### src/rtl/instr_encoder.sv
// instr_encoder: packs register/immediate request fields into 16-bit instruction words.
// Build option INSTR_ENCODER_LI_EN enables the two-word load-immediate expansion.
`default_nettype none

module instr_encoder (
  input  logic        clk,
  input  logic        rst,
  input  logic        req_valid,
  output logic        req_ready,
  input  logic [3:0]  req_op,
  input  logic        req_li,
  input  logic [3:0]  req_rd,
  input  logic [3:0]  req_rs1,
  input  logic [3:0]  req_rs2,
  input  logic [15:0] req_imm,
  output logic        ins_valid,
  input  logic        ins_ready,
  output logic [15:0] ins_data,
  output logic        err
);

  localparam logic [1:0] IDLE  = 2'd0;
  localparam logic [1:0] EMIT1 = 2'd1;
`ifdef INSTR_ENCODER_LI_EN
  localparam logic [1:0] EMIT2 = 2'd2;
`endif

  logic [1:0]  state_q, state_d;
  logic [15:0] data_q, data_d;
  logic        err_q, err_d;

  logic signed [15:0] simm;
  logic        fit_j, fit_b, fit_i;
  logic [15:0] enc_word;
  logic        enc_bad;

  assign simm  = req_imm;
  assign fit_j = (simm >= -16'sd256) && (simm <= 16'sd254) && !req_imm[0];
  assign fit_b = (simm >= -16'sd16)  && (simm <= 16'sd14)  && !req_imm[0];
  assign fit_i = (simm >= -16'sd8)   && (simm <= 16'sd7);

`ifdef INSTR_ENCODER_LI_EN
  logic [15:0] li_lo, li_rem, li_word1, li_word2;
  logic        li_bad, li_second;
  logic        pend_q, pend_d;
  logic [15:0] word2_q, word2_d;

  // lo is the sign-extended low nibble; the remainder must be a whole lui page.
  assign li_lo     = {{12{req_imm[3]}}, req_imm[3:0]};
  assign li_rem    = req_imm - li_lo;
  assign li_word1  = fit_i ? {req_imm[3:0], 4'h0, req_rd, 4'hC}
                           : {li_rem[15:8], req_rd, 4'hE};
  assign li_word2  = {req_imm[3:0], req_rd, req_rd, 4'hC};
  assign li_bad    = !fit_i && (li_rem[7:0] != 8'h00);
  assign li_second = !fit_i && (req_imm[3:0] != 4'h0);
`endif

  always_comb begin
    enc_word = 16'h0000;
    enc_bad  = 1'b0;
    case (req_op)
      4'b0000: begin
        enc_word = {req_imm[8:1], req_rd, req_op};
        enc_bad  = !fit_j;
      end
      4'b0001: begin
        enc_word = {req_imm[4:1], req_rs1, req_rd, req_op};
        enc_bad  = !fit_b;
      end
      4'b0010, 4'b0011: begin
        enc_word = {req_rs2, req_rs1, req_imm[4:1], req_op};
        enc_bad  = !fit_b;
      end
      4'b0100, 4'b0101, 4'b1100, 4'b1101: begin
        enc_word = {req_imm[3:0], req_rs1, req_rd, req_op};
        enc_bad  = !fit_i;
      end
      4'b0110, 4'b0111: begin
        enc_word = {req_rs2, req_rs1, req_imm[3:0], req_op};
        enc_bad  = !fit_i;
      end
      4'b1000, 4'b1001, 4'b1010, 4'b1011: begin
        enc_word = {req_rs2, req_rs1, req_rd, req_op};
      end
      4'b1110: begin
        enc_word = {req_imm[15:8], req_rd, req_op};
        enc_bad  = (req_imm[7:0] != 8'h00);
      end
      default: enc_bad = 1'b1;
    endcase
`ifdef INSTR_ENCODER_LI_EN
    if (req_li) begin
      enc_word = li_word1;
      enc_bad  = li_bad;
    end
`else
    if (req_li) begin
      enc_bad = 1'b1;
    end
`endif
  end

  always_comb begin
    state_d = state_q;
    data_d  = data_q;
    err_d   = (state_q == IDLE) && req_valid && enc_bad;
`ifdef INSTR_ENCODER_LI_EN
    pend_d  = pend_q;
    word2_d = word2_q;
`endif
    case (state_q)
      IDLE: begin
        if (req_valid && !enc_bad) begin
          state_d = EMIT1;
          data_d  = enc_word;
`ifdef INSTR_ENCODER_LI_EN
          pend_d  = req_li && li_second;
          word2_d = li_word2;
`endif
        end
      end
      EMIT1: begin
        if (ins_ready) begin
`ifdef INSTR_ENCODER_LI_EN
          if (pend_q) begin
            state_d = EMIT2;
            data_d  = word2_q;
            pend_d  = 1'b0;
          end else begin
            state_d = IDLE;
          end
`else
          state_d = IDLE;
`endif
        end
      end
`ifdef INSTR_ENCODER_LI_EN
      EMIT2: begin
        if (ins_ready) begin
          state_d = IDLE;
        end
      end
`endif
      default: state_d = IDLE;
    endcase
  end

  always_ff @(posedge clk) begin
    if (rst) begin
      state_q <= IDLE;
      data_q  <= 16'h0000;
      err_q   <= 1'b0;
`ifdef INSTR_ENCODER_LI_EN
      pend_q  <= 1'b0;
      word2_q <= 16'h0000;
`endif
    end else begin
      state_q <= state_d;
      data_q  <= data_d;
      err_q   <= err_d;
`ifdef INSTR_ENCODER_LI_EN
      pend_q  <= pend_d;
      word2_q <= word2_d;
`endif
    end
  end

  assign req_ready = (state_q == IDLE);
  assign ins_valid = (state_q != IDLE);
  assign ins_data  = data_q;
  assign err       = err_q;

endmodule

`default_nettype wire

### config.mk
export PLATFORM = sky130hd
export DESIGN_NAME = instr_encoder
export DESIGN_NICKNAME = d
export VERILOG_FILES = /design/src/rtl/instr_encoder.sv
export SDC_FILE = /design/constraint.sdc
export NUM_CORES = 1
export LEC_CHECK = 0
export ABC_AREA = 1
export CORE_MARGIN = 1
export CORE_UTILIZATION = 37
export DETAILED_ROUTE_END_ITERATION = 8
export PLACE_DENSITY_LB_ADDON = 0.2
export RECOVER_POWER = 25
export REMOVE_ABC_BUFFERS = 1
export SLEW_MARGIN = 5
export SYNTH_ARGS = -nofsm -noshare
export SYNTH_HDL_FRONTEND = slang
export SYNTH_SLANG_ARGS = --single-unit
### constraint.sdc
create_clock -name clk -period 1.8 [get_ports clk]
set_input_delay 0.27 -clock clk [delete_from_list [all_inputs] [get_ports clk]]
set_output_delay 0.27 -clock clk [all_outputs]
set_load 0.01 [all_outputs]
==> flow_metrics.env <==
export IMPL_biggest_area_consumer_among_synthesized_cells="dfxtp_1"
export IMPL_routabilityCongestion=0.900
export IMPL_drt_antenna_violating_nets=0
export IMPL_leakage_nw=1.24
export IMPL_run_status="finished, final reports clean"
export IMPL_drc_errors=0
export IMPL_grt_pass1_vias=1738
export IMPL_cp_slowest_cell="dlygate4sd2_1"
export IMPL_cts_reportedPaths_clkPinSlew_ns=0.07
export IMPL_crit_path_cell_trace="dlygate4sd2_1 -> nor2_1 -> nand2_1 -> nor2_4 -> nand2_1 -> nand3_1 -> nand2_2 -> nand2_2 -> nand3_4 -> nor2_8 -> clkbuf_16 -> nor2_2 -> nor2_2"
export IMPL_pin_count_of_the_biggest_net_entering_global_routing=18
export IMPL_post_synth_instance_area_um2=1510
export IMPL_number_of_flops_mapped_to_enable_cells_by_yosys=0
export IMPL_drt_vias_per_instance=5.01
export IMPL_grtUsageTotal_pct=23.4
export IMPL_stage_delay_of_the_slowest_cell_on_the_critical_path_ns=0.28
export IMPL_setup_viol=0
export IMPL_route_detailed_wl_per_inst_um=12.6
export IMPL_totalPowerFinal_mw=1.24
export IMPL_layout_drive_gt1_share_pct=25.7
export IMPL_fp_dieH_um=65.9
export IMPL_clk_root_buffer_cell="clkbuf_8"
export IMPL_cts_htree_levels=1
export IMPL_timing_hold_ws_ns=0.475
export IMPL_crit_path_max_fanout=5
export IMPL_postSynthCellCount=248
export IMPL_totalNegativeSetupSlack_ns=0
export IMPL_boundaryPins=56
export IMPL_finClkSkew_ns=0.00195
export IMPL_rsz_0062_raised_after_global_routing="no"
export IMPL_num_antenna_cells=0
export IMPL_place_port_buffers=55
export IMPL_worst_ir_drop_vdd_mv=0.296
export IMPL_synth_sequential_area_ratio_pct=23.8
export IMPL_cts_tree="built"
export IMPL_critPathLaunchType="input pin"
export IMPL_synth_avg_cell_area_um2=6.09
export IMPL_die_ar_um2=4340
export IMPL_cp_buffers_inverters=2
export IMPL_yosys_cell_types_count=28
export IMPL_fp_dieW_um=65.9
export IMPL_hpwlAfterDp_mm=3.70
export IMPL_finalCritPeriodShare_pct=89.9
export IMPL_detailroute_via_count=1917
export IMPL_ys_async_sr_fraction_pct=0
export IMPL_areaGrowthSynthToFinish_pct=65.7
export IMPL_min_path_type="flip-flop to flip-flop"
export IMPL_routed_wl_mm=4.84
export IMPL_clkLatencyLatePin_ns=0.26
export IMPL_timing_final_max_slew_violations=0
export IMPL_r2r_slack_ns=0.44
export IMPL_synth_yosys_warnings=0
export IMPL_pwr_density_cell_nw_per_um2=495
export IMPL_synth_flop_cell="dfxtp_1"
export IMPL_clock_sinks=18
export IMPL_grt_first_pass_wirelength_mm=7.70
export IMPL_hold_buffers_post_cts=0
export IMPL_grt_overflow=0
export IMPL_core_um2=3800
export IMPL_endpoint_class_of_the_critical_path="flip-flop"
export IMPL_critPathTopFamily="simple AND/OR/NAND/NOR gates"
export IMPL_core_rowCount=22
export IMPL_number_of_antenna_violations_at_the_first_check_in_global_routing=0
export IMPL_report_final_hold_viol_count=0
export IMPL_portion_of_synthesized_cell_area_occupied_by_the_leading_cell_type_pct=23.8
export IMPL_maxCapViolations=0
export IMPL_worstMarginPinSlew_ns=0.401
export IMPL_detail_route_iter0_violations=79
export IMPL_crit_arrival_ns=1.82
export IMPL_fin_nets=373
export IMPL_layout_min_cycle_time_ns=1.62
export IMPL_maxSlewHeadroom_pct=73.1
export IMPL_ys_seq_elements=18
export IMPL_cts_made_buffers=3
export IMPL_crit_required_ns=2.00
export IMPL_initial_core_util_pct=39.8
export IMPL_timing_setup_critical_path_class="input pin to flip-flop"
export IMPL_synth_top_cells_by_area="dfxtp_1 (24%), nand2_1 (15%), nor2_1 (11%), nor2_2 (8.3%), nand4_1 (6.6%)"
export IMPL_timing_fmax_mhz=618
export IMPL_cts_buffer_depth=2
export IMPL_drt_pass1_iterations=4
power breakdown:
group	leakage, nW	internal [mW]	total (mW)	switching, mW
registers	0.147	0.423	0.436	0.0131
logic	1.06	0.238	0.469	0.230
clock network	0.0288	0.195	0.335	0.141
sequential cells by signal, summed over array words and instances, names as in the netlist:
register  flops
err           1
ins_data     16
state_q       1
final cells by class:
type	count	area (um^2)
Clock buffer	4	55.1
Fill cell	386	1290
Inverter	25	93.8
Multi-Input combinational cell	198	1040
Sequential cell	18	360
Tap cell	48	60.1
Timing Repair Buffer	90	896
per-stage QoR:
stage               std cells  utilization, %  worst slack, ns  instance area, um^2
floorplan                 241               -            0.358                 1460
global placement          376            61.3           -0.325                 2330
detailed placement        376            61.3           -0.361                 2330
CTS                       382            63.4          0.00798                 2410
global route              383            65.9           0.0742                 2500
finish                    383            65.9            0.181                 2500
what timing repair did:
item                       in CTS  in global routing
gates resized for setup         7                 26
setup endpoints to repair      16                 17
cloned                          0                  1
buffers inserted                2                  0
hold endpoints to repair        0                  0
pin swaps                       2                  3
worst register-to-register path, delay by kind of cell, from the launching register on:
family	cells	cell delay, ns
buffers and inverters	2	0.41
and+or+nand+nor	5	0.54
DFF	1	0.32
Yosys cell counts (2+ instances only):
cell type	number
o211ai_1	2
nand2_2	4
o21ai_0	8
nand2_1	59
nor2_1	44
o22ai_1	5
inv_2	6
clkinv_1	2
o221ai_1	2
dfxtp_1	18
a31oi_1	4
nor2_2	20
nand3_2	2
inv_1	17
clkbuf_1	2
buf_2	4
o211a_1	2
nand3_1	16
nand4_1	16
a21oi_1	7
routing by layer:
metal	up-vias	track usage (%)	share of wire (%)	wire [um]
met4	0	6.52	0.83	40
met1	860	30.6	47	2270
met3	5	4.31	5.7	274
li1	997	-	-	-
met2	55	38.6	47	2260
met5	-	0	0	0
kinds of logic after synthesis:
| kind of cell | Yosys count | share of synthesized area [%] |
|---|---|---|
| flops | 18 | 23.8 |
| simple gates | 166 | 53.1 |
| compound gates | 32 | 13.7 |
| buf+inv | 32 | 9.35 |
placed cells by master, fill, tap and decap left out, drive strengths merged:
cell and instances:
a21oi 8, a31oi 4, buf 34, clkbuf 5, clkdlybuf4s50 28, clkinv 2
dfxtp 18, dlygate4sd2 4, dlygate4sd3 8, dlymetal6s2s 15, inv 23, nand2 64
nand3 19, nand4 16, nor2 66, nor3 1, o211a 2, o211ai 2
o21ai 8, o21bai 1, o221ai 2, o22ai 5
final timing paths:
| check | from | endpoint | depth (start not counted) |
|---|---|---|---|
| max reg2reg | state_q[0]$_SDFFE_PP0P_ | ins_data[15]$_SDFFE_PP0P_ | 7 |
| min reg2reg | ins_data[9]$_SDFFE_PP0P_ | ins_data[9]$_SDFFE_PP0P_ | 2 |
| min | ins_data[9]$_SDFFE_PP0P_ | ins_data[9]$_SDFFE_PP0P_ | 2 |
| max | req_imm[13] | ins_data[5]$_SDFFE_PP0P_ | 13 |
Note: power is estimated with default switching activity, not from simulation.
